### config.mk
export PLATFORM = sky130hd
export DESIGN_NAME = arm_multicycle_ctrl
export DESIGN_NICKNAME = d
export VERILOG_FILES = /design/src/rtl/arm_multicycle_ctrl.sv
export SDC_FILE = /design/constraint.sdc
export NUM_CORES = 1
export LEC_CHECK = 0
export BUFFER_PORTS_ARGS = -buffer_cell sky130_fd_sc_hd__buf_2
export CAP_MARGIN = 25
export CORE_ASPECT_RATIO = 0.6
export CORE_MARGIN = 2
export CORE_UTILIZATION = 25
export CTS_CLUSTER_DIAMETER = 150
export DETAILED_ROUTE_END_ITERATION = 7
export PLACE_DENSITY = 0.49
export SLEW_MARGIN = 40
export SYNTH_ARGS = -nofsm -noshare
export SYNTH_HDL_FRONTEND = slang
export SYNTH_SLANG_ARGS = --single-unit
### constraint.sdc
create_clock -name clk -period 3.4 [get_ports clk]
set_input_delay 0.51 -clock clk [delete_from_list [all_inputs] [get_ports clk]]
set_output_delay 0.51 -clock clk [all_outputs]
set_load 0.05 [all_outputs]
### src/rtl/arm_multicycle_ctrl.sv
// Multicycle ARM control unit: FSM sequencing, ALU command decode,
// NZCV flag register and condition evaluation gating the write strobes.
module arm_multicycle_ctrl (
  input  logic       clk,
  input  logic       reset,
  input  logic [3:0] cond,
  input  logic [1:0] op,
  input  logic [5:0] funct,
  input  logic [3:0] rd,
  input  logic [3:0] alu_flags,
  output logic       pc_write,
  output logic       mem_write,
  output logic       reg_write,
  output logic       ir_write,
  output logic       adr_src,
  output logic [1:0] alu_src_a,
  output logic [1:0] alu_src_b,
  output logic [1:0] result_src,
  output logic [1:0] imm_src,
  output logic [1:0] reg_src,
  output logic [2:0] alu_control,
  output logic [3:0] flags
);

  localparam logic [2:0] ALU_ADD = 3'b000, ALU_SUB = 3'b001, ALU_AND = 3'b010,
                         ALU_OR  = 3'b011, ALU_MOV = 3'b100;

  typedef enum logic [3:0] {
    FETCH, DECODE, MEMADR, MEMRD, MEMWB, MEMWR, EXECR, EXECI, ALUWB, BRANCH
  } state_t;

  state_t state_q, state_d;

  logic [3:0] cmd;
  logic       i_bit, s_bit;
  assign i_bit = funct[5];
  assign cmd   = funct[4:1];
  assign s_bit = funct[0];

  // Data-processing decode; unsupported commands act as ADD without writeback
  logic [2:0] dp_alu;
  logic       dp_wb, dp_logic, dp_cmp;
  always_comb begin
    dp_alu   = ALU_ADD;
    dp_wb    = 1'b0;
    dp_logic = 1'b0;
    dp_cmp   = 1'b0;
    case (cmd)
      4'b0100: dp_wb = 1'b1;
      4'b0010: begin dp_alu = ALU_SUB; dp_wb = 1'b1; end
      4'b1010: begin dp_alu = ALU_SUB; dp_cmp = 1'b1; end
      4'b0000: begin dp_alu = ALU_AND; dp_wb = 1'b1; dp_logic = 1'b1; end
      4'b1100: begin dp_alu = ALU_OR;  dp_wb = 1'b1; dp_logic = 1'b1; end
      4'b1101: begin dp_alu = ALU_MOV; dp_wb = 1'b1; dp_logic = 1'b1; end
      default: ;
    endcase
  end

  logic n_f, z_f, c_f, v_f, cond_ex;
  assign {n_f, z_f, c_f, v_f} = flags;
  always_comb begin
    cond_ex = 1'b0;
    case (cond)
      4'b0000: cond_ex = z_f;
      4'b0001: cond_ex = ~z_f;
      4'b0010: cond_ex = c_f;
      4'b0011: cond_ex = ~c_f;
      4'b0100: cond_ex = n_f;
      4'b0101: cond_ex = ~n_f;
      4'b0110: cond_ex = v_f;
      4'b0111: cond_ex = ~v_f;
      4'b1000: cond_ex = c_f & ~z_f;
      4'b1001: cond_ex = ~c_f | z_f;
      4'b1010: cond_ex = (n_f == v_f);
      4'b1011: cond_ex = (n_f != v_f);
      4'b1100: cond_ex = ~z_f & (n_f == v_f);
      4'b1101: cond_ex = z_f | (n_f != v_f);
      4'b1110: cond_ex = 1'b1;
      default: cond_ex = 1'b0;
    endcase
  end

  always_ff @(posedge clk or posedge reset) begin
    if (reset) state_q <= FETCH;
    else       state_q <= state_d;
  end

  logic in_exec;
  assign in_exec = (state_q == EXECR) || (state_q == EXECI);

  // Flags written at the end of execute become visible to ALUWB's condition
  always_ff @(posedge clk or posedge reset) begin
    if (reset) flags <= 4'b0000;
    else if (in_exec && cond_ex && (s_bit || dp_cmp))
      flags <= dp_logic ? {alu_flags[3:2], flags[1:0]} : alu_flags;
  end

  logic pcw_raw, memw_raw, regw_raw, irw_raw;
  always_comb begin
    state_d     = FETCH;
    pcw_raw     = 1'b0;
    memw_raw    = 1'b0;
    regw_raw    = 1'b0;
    irw_raw     = 1'b0;
    adr_src     = 1'b0;
    alu_src_a   = 2'b00;
    alu_src_b   = 2'b00;
    result_src  = 2'b00;
    imm_src     = 2'b00;
    reg_src     = 2'b00;
    alu_control = ALU_ADD;
    case (state_q)
      FETCH: begin
        state_d    = DECODE;
        irw_raw    = 1'b1;
        pcw_raw    = 1'b1;
        alu_src_a  = 2'b01;
        alu_src_b  = 2'b10;
        result_src = 2'b10;
      end
      DECODE: begin
        case (op)
          2'b01:   state_d = MEMADR;
          2'b00:   state_d = i_bit ? EXECI : EXECR;
          2'b10:   state_d = BRANCH;
          default: state_d = FETCH;
        endcase
        alu_src_a = 2'b01;
        alu_src_b = 2'b10;
        reg_src   = {(op == 2'b01) && !s_bit, op == 2'b10};
      end
      MEMADR: begin
        state_d   = s_bit ? MEMRD : MEMWR;
        alu_src_b = 2'b01;
        imm_src   = 2'b01;
      end
      MEMRD: begin
        state_d = MEMWB;
        adr_src = 1'b1;
      end
      MEMWB: begin
        result_src = 2'b01;
        regw_raw   = cond_ex;
      end
      MEMWR: begin
        adr_src  = 1'b1;
        memw_raw = cond_ex;
      end
      EXECR: begin
        state_d     = ALUWB;
        alu_control = dp_alu;
      end
      EXECI: begin
        state_d     = ALUWB;
        alu_src_b   = 2'b01;
        alu_control = dp_alu;
      end
      ALUWB: begin
        if (rd == 4'd15) pcw_raw  = cond_ex;
        else             regw_raw = cond_ex & dp_wb;
      end
      BRANCH: begin
        alu_src_b  = 2'b01;
        imm_src    = 2'b10;
        result_src = 2'b10;
        pcw_raw    = cond_ex;
      end
      default: state_d = FETCH;
    endcase
  end

  // Reset kills strobes combinationally so an in-flight write aborts at once
  assign pc_write  = pcw_raw  & ~reset;
  assign mem_write = memw_raw & ~reset;
  assign reg_write = regw_raw & ~reset;
  assign ir_write  = irw_raw  & ~reset;

endmodule

==> summary.txt, run 1 <==
Logic synthesis
  • Post-synth EDFFs: 0
  • Synth Net Count: 131
  • Area leader, netlist: dfrtp_1
  • Cell Area, Synth: 841 um^2
  • Synth top area cells: dfrtp_1 24%, mux2_2 6.7%, nor3_1 5.4%
  • Synth warnings: 0
  • Top-count cell post-synth: nor2_1
  • Top-area cell type share of the netlist area: 23.8%
  • Post-synthesis cell count: 109
  • Syn avg cell area: 7.71 um^2
  • FF+latch count, synth: 8
  • Post-synth ARST share: 100%
  • Ys flop type: dfrtp_1
  • Commonest cells post-synth: 10 x nor2_1, 9 x nor3_1, 8 x dfrtp_1, 7 x nand2_1, 6 x a21oi_1
  • Library cells used by synthesis: 40
  • Sequential share of the synthesized area: 23.8%

Worst setup path
  • Crit-path max FO: 9
  • Slowest CP cell: dfrtp_1
  • Worst setup EP type: output pin
  • CP required: 2.89 ns
  • Startpoint type of the worst setup path: flip-flop
  • Worst R2R Setup Slack: 1.30 ns
  • CP cell instances: or2_2 > or3_1 > nor3b_1 > buf_2
  • Arr. time, crit path: 2.06 ns
  • Category of the most critical setup path: flip-flop to output pin
  • Largest stage delay, worst path: 0.45 ns

CTS
  • CTS Hold Bufs: 0
  • Clock Pin Slew Worst Setup and Hold Paths: 0.04 ns
  • Clock sink count: 8
  • CTS Buf Count: 3
  • Post-CTS setup buffers: 0
  • CTS H-tree depth: 1
  • Clock latency on the worst-skew pair: 0.22 ns
  • CTS tree: done
  • Clk root buf: clkbuf_8
  • Bufs on Longest Clock Path: 2
  • Post-cts resize count: 0

Hold path
  • Tightest Hold Check Type: input pin to async pin

Timing
  • Worst clock skew: 0.00221 ns
  • Pins Over Slew Limit: 0
  • Max frequency: 389 MHz
  • RSZ-0062 raised after global routing: no
  • Final-report hold violation count: 0
  • Setup TNS: 0 ns
  • Final period util: 75.6%
  • Period minus WS final: 2.57 ns
  • Final hold slack: 0.259 ns
  • # setup viols final: 0
  • Final setup margin: 0.829 ns

Global routing
  • Global Route Usage Sum: 11.1%
  • Largest net degree at the start of global routing: 15
  • Total gr overflow: 0
  • Initial antenna violation count: 0
  • Vias in the first global route: 801
  • First-pass GRT wire length: 3530 um

Place
  • Placed insts: 187
  • Post-place setup slack: 0.913 ns
  • Port bufs: 42
  • Post-detail-place hpwl: 1720 um
  • Final Wtd Congestion: 0.814

Cells and area
  • Final Util: 34.2%
  • Non-filler instance count after layout: 190
  • Fillers: 352
  • Share of layout cells above drive strength 1: 37.9%
  • Final nets: 169
  • Area Overhead vs Synth: 31.8%
  • Antenna Cells: 0

Floorplanning
  • Total Die Area: 3860 um^2
  • Die Ht: 48.9 um
  • Std-Cell Rows: 16
  • Core footprint: 3240 um^2
  • Die Wd: 78.9 um
  • I/O pin cnt: 44
  • Initial Util: 25.9%

Routing
  • Routed Antenna Nets: 0
  • Wirelength per Cell: 11.2 um
  • Initial DRC count: 110
  • Via Count: 917
  • Post-route DRC violation count: 0
  • Drt pass-1 iters: 4
  • Vias per inst: 4.83
  • Drt total wl: 2130 um

Power and ir drop
  • Leak: 0.532 nW
  • Power share of the clock group: 10.4%
  • Sw Share: 59.9%
  • Pwr dens: 941 nW/um^2
  • Peak VDD IR: 0.000373 V
  • P_sw: 0.000625 W
  • Internal power: 0.000418 W
  • Combinational Power Share: 68.2%
  • Sequential share of power: 21.5%

Run
  • Max_cap viols: 0

Run status
  • Outcome: finished clean
metal layers:
metal  up-vias  share of wire (%)  global-route usage (%)
met5         -                  0                       0
met4         0                  0                    1.72
met3         0                4.1                    2.22
met2        23                 44                    17.2
met1       424                 51                    16.1
li1        470                  -                       -
cell families (layout without fill, tap and decap cells):
| logic type | after synthesis | in the layout | synth area share [%] |
|---|---|---|---|
| simple gates | 52 | 52 | 34.8 |
| other cells | 1 | 1 | 0.446 |
| compound gates | 21 | 21 | 17.1 |
| mux | 8 | 8 | 10.3 |
| buf+inv | 13 | 49 | 7.29 |
| xor+xnor | 6 | 6 | 6.25 |
| flops | 8 | 8 | 23.8 |
worst max-delay path: cells and delay by family (launching register included):
kind	cells	cell delay (ns)
AND/OR/NAND/NOR	3	1.06
buffers and inverters	1	0.32
flip-flops	1	0.45
final timing paths:
| check | startpoint | end | depth (start not counted) |
|---|---|---|---|
| worst min-delay path | reset | flags[2] | 2 |
| max in group asynchronous | reset | state_q[0] | 2 |
| worst max register to register | flags[3] | flags[0] | 6 |
| min in group clk | alu_flags[1] | flags[1] | 2 |
| worst max-delay path | state_q[3] | reg_src[0] | 4 |
| worst min register to register | flags[0] | flags[0] | 1 |
cell type report:
cell class,instances,area [um^2],share of cell area (%)
clock buffers,3,41.3,3.72
well taps,45,56.3,5.08
inverters,4,15.0,1.35
flip-flops and latches,8,200,18.1
multi-input cells,88,586,52.8
repair buffers,42,210,19.0
layout by cell type, fill, tap and decap left out, types with 4 or more instances in the layout:
master,n
buf_2,42
nor2_1,10
nor3_1,9
dfrtp_1,8
nand2_1,7
a21oi_1,6
o21ai_0,5
mux2_2,5
nor3b_1,4
xor2_1,4
inv_1,4
power by group through the flow:
| stage | Combinational [W] | Clock (W) | Sequential, W |
|---|---|---|---|
| after floorplan | 0.000535 | 0 | 0.000254 |
| after global placement | 0.000714 | 0 | 0.000226 |
| after detailed placement | 0.000711 | 0 | 0.000223 |
| after CTS | 0.000713 | 0.000112 | 0.000222 |
| after global routing | 0.000763 | 0.000120 | 0.000235 |
| final | 0.000711 | 0.000108 | 0.000224 |
metrics by stage:
| step | cell area [um^2] | power (W) |
|---|---|---|
| floorplan | 847 | 0.000789 |
| global placement | 1070 | 0.000940 |
| detailed placement | 1070 | 0.000934 |
| CTS | 1110 | 0.00105 |
| global route | 1110 | 0.00112 |
| finish | 1110 | 0.00104 |
state kept, by name (all words and copies together), names as in the netlist:
| signal | count |
|---|---|
| state_q | 4 |
| flags | 4 |
(Power assumes the default switching activity.)
==> run 2: changes to the inputs <==
==> constraint.sdc (replaced) <==
create_clock -name clk -period 2.7 [get_ports clk]
set_input_delay 0.405 -clock clk [delete_from_list [all_inputs] [get_ports clk]]
set_output_delay 0.405 -clock clk [all_outputs]
set_load 0.05 [all_outputs]
==> run 2 against run 1 <==
  * Routed wire length increased by 8.4%
  * Highest routed layer unchanged
  * Utilization is 0.89 points higher
  * Clock skew down 0.0016 ns
  * Die area unchanged
  * Critical endpoint is now pc_write
  * Final cell count stayed put
  * Critical path type unchanged
  * Non-clock buffer count did not move
  * Critical path depth up 2
==> summary.txt, run 2 (synthesis results as in run 1) <==
Timing
  • Setup TNS: 0 ns (unchanged)
  • Max frequency: 405 MHz
  • # setup viols final: 0 (unchanged)
  • Worst slew margin: 57.3%
  • Period minus WS final: 2.47 ns
  • Pins Over Slew Limit: 0 (unchanged)
  • Worst Max-Slew Pin Slew: 0.636 ns
  • RSZ-0062 raised after global routing: no
  • Worst clock skew: 0.000649 ns (-0.00156 ns)
  • Final period util: 91.5%
  • Final-report hold violation count: 0 (unchanged)

Run
  • Max_cap viols: 0 (unchanged)

Place
  • Port bufs: 42 (unchanged)
  • Final Wtd Congestion: 0.868 (+6.5%)
  • Placed insts: 187 (unchanged)
  • Post-detail-place hpwl: 1880 um (+9.3%)

Worst setup path
  • Slowest CP cell: nor4_2
  • Reg2Reg Depth: 6 (unchanged)
  • Arr. time, crit path: 2.06 ns (about the same)
  • CP required: 2.30 ns (-0.59 ns)
  • Buf/Inv on CP: 1 (unchanged)
  • Startpoint type of the worst setup path: flip-flop
  • CP cell instances: xnor2_1 > mux2i_1 > a311oi_2 > nor4_2 > a221oi_2 > buf_2
  • Worst setup EP type: output pin
  • Largest stage delay, worst path: 0.49 ns (+0.04 ns)
  • Category of the most critical setup path: flip-flop to output pin
  • Number of stages on the worst setup path: 6 (+2)
  • Crit-path max FO: 7 (-2)
  • Delay-heaviest family, CP: simple AND/OR/NAND/NOR gates

Floorplanning
  • Die Ht: 48.9 um (unchanged)
  • Std-Cell Rows: 16 (unchanged)
  • Core footprint: 3240 um^2 (unchanged)
  • Total Die Area: 3860 um^2 (unchanged)
  • I/O pin cnt: 44 (unchanged)
  • Initial Util: 25.9% (unchanged)
  • Die Wd: 78.9 um (unchanged)

CTS
  • CTS Hold Bufs: 0 (unchanged)
  • CTS H-tree depth: 1 (unchanged)
  • Clock sink count: 8 (unchanged)
  • Bufs on Longest Clock Path: 2 (unchanged)
  • Clock Pin Slew Worst Setup and Hold Paths: 0.04 ns (about the same)
  • CTS Buf Count: 3 (unchanged)
  • Clk root buf: clkbuf_8
  • Clock latency on the worst-skew pair: 0.22 ns (about the same)
  • Post-cts resize count: 0 (unchanged)
  • Post-CTS setup buffers: 0 (unchanged)
  • CTS tree: done

Power and ir drop
  • Leak: 0.537 nW (+0.94%)
  • Power share of the clock group: 10.1% (-0.3 points)
  • P_sw: 0.000803 W (+28%)
  • Pwr dens: 1170 nW/um^2 (+25%)
  • Sequential share of power: 21.4% (about the same)
  • Internal power: 0.000531 W (+27%)
  • Sw Share: 60.2% (+0.27 points)
  • Peak VDD IR: 0.000400 V (+7.2%)
  • Combinational Power Share: 68.5% (+0.3 points)

Run status
  • Outcome: finished clean

Cells and area
  • Antenna Cells: 0 (unchanged)
  • Final nets: 169 (unchanged)
  • Largest registers: flags x4, state_q x4
  • Final Util: 35.1% (+0.89 points)
  • Most frequent cells in the layout: 42 x buf_2, 10 x nor2_1, 8 x nor3_1, 8 x dfrtp_1, 7 x nand2_1
  • Most common cell after layout, fill and taps aside: buf_2
  • Area Overhead vs Synth: 35.3%
  • Share of layout cells above drive strength 1: 41.4% (+3.4 points)
  • Non-filler instance count after layout: 190 (unchanged)

Routing
  • Drt total wl: 2300 um (+8.4%)
  • Vias per inst: 4.83 (unchanged)
  • Routed Antenna Nets: 0 (unchanged)
  • Wirelength per Cell: 12.1 um (+8.4%)
  • Initial DRC count: 70 (-36%)
  • Via Count: 917 (unchanged)
  • Post-route DRC violation count: 0 (unchanged)
  • Drt pass-1 iters: 4 (unchanged)

Global routing
  • Vias in the first global route: 829 (+3.5%)
  • First-pass GRT wire length: 3900 um (+11%)
  • Total gr overflow: 0 (unchanged)
  • Initial antenna violation count: 0 (unchanged)
  • Global Route Usage Sum: 12.4% (+1.4 points)
  • Largest net degree at the start of global routing: 15 (unchanged)

Hold path
  • Tightest Hold Check Type: input pin to async pin
[run 2: final timing paths]
check,start,to,slack (ns)
worst max-delay path,flags[3],pc_write,0.23
worst min-delay path,reset,state_q[1],0.15
worst max register to register,flags[3],flags[0],0.52
worst min register to register,flags[0],flags[0],0.63
max in group asynchronous,reset,flags[3],2.31
min in group clk,alu_flags[1],flags[1],0.42
[run 2: area by class of cell]
type | count | area [um^2]
Inverter | 4 | 15.0
Multi-Input combinational cell | 88 | 614
Clock buffer | 3 | 41.3
Timing Repair Buffer | 42 | 210
Tap cell | 45 | 56.3
Sequential cell | 8 | 200
Fill cell | 346 | 2110
[run 2: power by group through the flow]
stage | combinational [W] | sequential, W | clock [W]
after floorplan | 0.000693 | 0.000320 | 0
after global placement | 0.000910 | 0.000288 | 0
after detailed placement | 0.000915 | 0.000285 | 0
after CTS | 0.000918 | 0.000284 | 0.000142
after global routing | 0.000977 | 0.000301 | 0.000155
final | 0.000914 | 0.000285 | 0.000135
[run 2: through the flow]
| stage | hold slack (ns) | setup slack, ns | power, W | area [um^2] |
|---|---|---|---|---|
| 6_report | 0.154 | 0.230 | 0.00133 | 1140 |
| 5_1_grt | 0.177 | 0.0298 | 0.00143 | 1140 |
| 4_1_cts | 0.160 | 0.232 | 0.00134 | 1140 |
| 3_5_place_dp | 0.398 | 0.359 | 0.00120 | 1100 |
| 3_3_place_gp | 0.397 | 0.409 | 0.00120 | 1100 |
| 2_1_floorplan | 0.229 | 0.0124 | 0.00101 | 876 |
[run 2: routing by layer]
layer / vias to the layer above / GRT usage (%) / part of all wire [%]
li1: 468 / - / -
met5: - / 0 / 0
met4: 0 / 1.44 / 0
met1: 430 / 17.5 / 53
met3: 0 / 3.52 / 3.2
met2: 19 / 19.7 / 44
==> run 3: changes to the inputs <==
--- a/config.mk
+++ b/config.mk
@@ -9,10 +9,10 @@
 export CAP_MARGIN = 25
 export CORE_ASPECT_RATIO = 0.6
 export CORE_MARGIN = 2
-export CORE_UTILIZATION = 25
+export CORE_UTILIZATION = 26
 export CTS_CLUSTER_DIAMETER = 150
 export DETAILED_ROUTE_END_ITERATION = 7
-export PLACE_DENSITY = 0.49
+export PLACE_DENSITY = 0.51
 export SLEW_MARGIN = 40
 export SYNTH_ARGS = -nofsm -noshare
 export SYNTH_HDL_FRONTEND = slang
==> run 3 against run 2 <==
  * Routed wire length rose by 0.82%
  * Combinational power is 3.4% higher
  * Final cell count fell by 1.1%
  * Sequential share of layout area is 0.058 points lower
  * Sequential cell count is the same
  * Critical path type unchanged
  * Critical endpoint unchanged
==> summary.txt, run 3 (synthesis results as in run 1) <==
Timing
  • # setup viols final: 0 (unchanged)
  • RSZ-0062 raised after global routing: no
  • Final-report hold violation count: 0 (unchanged)
  • Worst Max-Slew Pin Slew: 0.657 ns (+0.0216 ns)
  • Max frequency: 392 MHz (-3.1%)
  • Period minus WS final: 2.55 ns (+0.0787 ns)
  • Setup TNS: 0 ns (unchanged)
  • Worst clock skew: 0.000550 ns (-0.0000988 ns)
  • Pins Over Slew Limit: 0 (unchanged)
  • Final period util: 94.4% (+2.9 points)
  • Worst slew margin: 55.8% (-1.5 points)

Power and ir drop
  • Final total power: 0.00135 W (+1.5%)
  • Sequential share of power: 20.0% (-1.4 points)
  • Internal power: 0.000542 W (+1.9%)
  • P_sw: 0.000812 W (+1.2%)
  • Combinational Power Share: 69.8% (+1.3 points)
  • Sw Share: 60.0% (-0.17 points)
  • Peak VDD IR: 0.000421 V (+5.2%)
  • Power share of the clock group: 10.3% (+0.2 points)
  • Pwr dens: 1190 nW/um^2 (+1.2%)
  • Leak: 0.542 nW (+0.90%)

Worst setup path
  • CP required: 2.30 ns (about the same)
  • Reg2Reg Depth: 6 (unchanged)
  • Worst setup EP type: output pin
  • Category of the most critical setup path: flip-flop to output pin
  • Worst R2R Setup Slack: 0.43 ns (-0.09 ns)
  • Arr. time, crit path: 2.14 ns (+0.08 ns)
  • Startpoint type of the worst setup path: flip-flop
  • Crit-path max FO: 7 (unchanged)

CTS
  • CTS H-tree depth: 1 (unchanged)
  • Post-cts resize count: 0 (unchanged)
  • Clock latency on the worst-skew pair: 0.22 ns (about the same)
  • CTS Hold Bufs: 0 (unchanged)
  • Bufs on Longest Clock Path: 2 (unchanged)
  • CTS tree: done
  • CTS Buf Count: 3 (unchanged)
  • Clock sink count: 8 (unchanged)
  • Post-CTS setup buffers: 0 (unchanged)
  • Clk root buf: clkbuf_8
  • Clock Pin Slew Worst Setup and Hold Paths: 0.04 ns (about the same)

Routing
  • Drt total wl: 2320 um (+0.82%)
  • Drt pass-1 iters: 5 (+1)
  • Via Count: 936 (+2.1%)
  • Initial DRC count: 48 (-31%)
  • Routed Antenna Nets: 0 (unchanged)
  • Vias per inst: 4.98 (+3.2%)
  • Wirelength per Cell: 12.4 um (+1.9%)
  • Post-route DRC violation count: 0 (unchanged)

Cells and area
  • Antenna Cells: 0 (unchanged)
  • Final Util: 38.5% (+3.4 points)
  • Area Overhead vs Synth: 35.7%
  • Final nets: 170 (+0.59%)
  • Most common cell after layout, fill and taps aside: buf_2
  • Most frequent cells in the layout: 42 x buf_2, 10 x nor2_1, 8 x nor3_1, 8 x dfrtp_1, 7 x nand2_1
  • Share of layout cells above drive strength 1: 41.8% (+0.40 points)
  • Largest registers: flags x4, state_q x4

Place
  • Port bufs: 42 (unchanged)
  • Final Wtd Congestion: 0.806 (-7.1%)
  • Post-detail-place hpwl: 1920 um (+2.3%)

Run status
  • Outcome: finished clean

Global routing
  • Global Route Usage Sum: 12.6% (+0.12 points)
  • First-pass GRT wire length: 3710 um (-5.0%)
  • Largest net degree at the start of global routing: 15 (unchanged)
  • Initial antenna violation count: 0 (unchanged)
  • Total gr overflow: 0 (unchanged)
  • Vias in the first global route: 807 (-2.7%)

Floorplanning
  • Die Wd: 77.4 um (-1.8%)
  • Die Ht: 48.1 um (-1.8%)
  • Initial Util: 28.4% (+2.4 points)
  • Total Die Area: 3720 um^2 (-3.6%)
  • Core footprint: 2970 um^2 (-8.6%)
  • Std-Cell Rows: 15 (-1)
  • I/O pin cnt: 44 (unchanged)

Run
  • Max_cap viols: 0 (unchanged)

Hold path
  • Tightest Hold Check Type: input pin to async pin
run 3: cell types whose count changed in the layout (fill, tap and decap cells not counted), sizes merged:
cell / previous run / this run
buf: 42 / 43
run 3: routing by layer:
layer | part of all wire (%) | GRT usage, %
met1 | 54 | 18.6
met2 | 42 | 19.8
met3 | 4.0 | 1.89
met4 | 0 | 2.14
met5 | 0 | 0
run 3: through the flow:
stage	cells	hold WS, ns	worst slack [ns]	instance area (um^2)
4_1_cts	188	0.177	0.152	1140
2_1_floorplan	109	0.229	0.0124	876
6_report	188	0.165	0.152	1140
3_3_place_gp	185	0.398	0.378	1100
5_1_grt	188	0.198	0.00352	1140
3_5_place_dp	185	0.414	0.321	1100
run 3: critical path, cell delays in order, from the launching register on:
cell	delay, ns
dfrtp_1	0.45
xnor2_1	0.20
mux2i_1	0.27
a311oi_2	0.14
nor4_2	0.51
a221oi_2	0.11
buf_2	0.24
run 3: area by class of cell:
class                      count  area (um^2)
clock buffer                   3         41.3
fill                         324         1820
inverter                       4         15.0
multi-input combinational     88          614
sequential                     8          200
tap                           42         52.6
timing repair buffer          43          218
run 3: power by group through the flow:
stage / combinational (W) / sequential, W / clock (W)
6_report: 0.000945 / 0.000270 / 0.000139
3_5_place_dp: 0.000947 / 0.000270 / 0
5_1_grt: 0.00101 / 0.000282 / 0.000150
4_1_cts: 0.000949 / 0.000268 / 0.000145
2_1_floorplan: 0.000693 / 0.000320 / 0
3_3_place_gp: 0.000944 / 0.000268 / 0
run 3: path summary, 6_finish.rpt:
| kind | end | from |
|---|---|---|
| max | pc_write | flags[3] |
| min | state_q[2] | reset |
| max reg2reg | flags[0] | flags[3] |
| min reg2reg | state_q[0] | state_q[0] |
| max in group asynchronous | flags[1] | reset |
| min in group clk | flags[0] | alu_flags[0] |
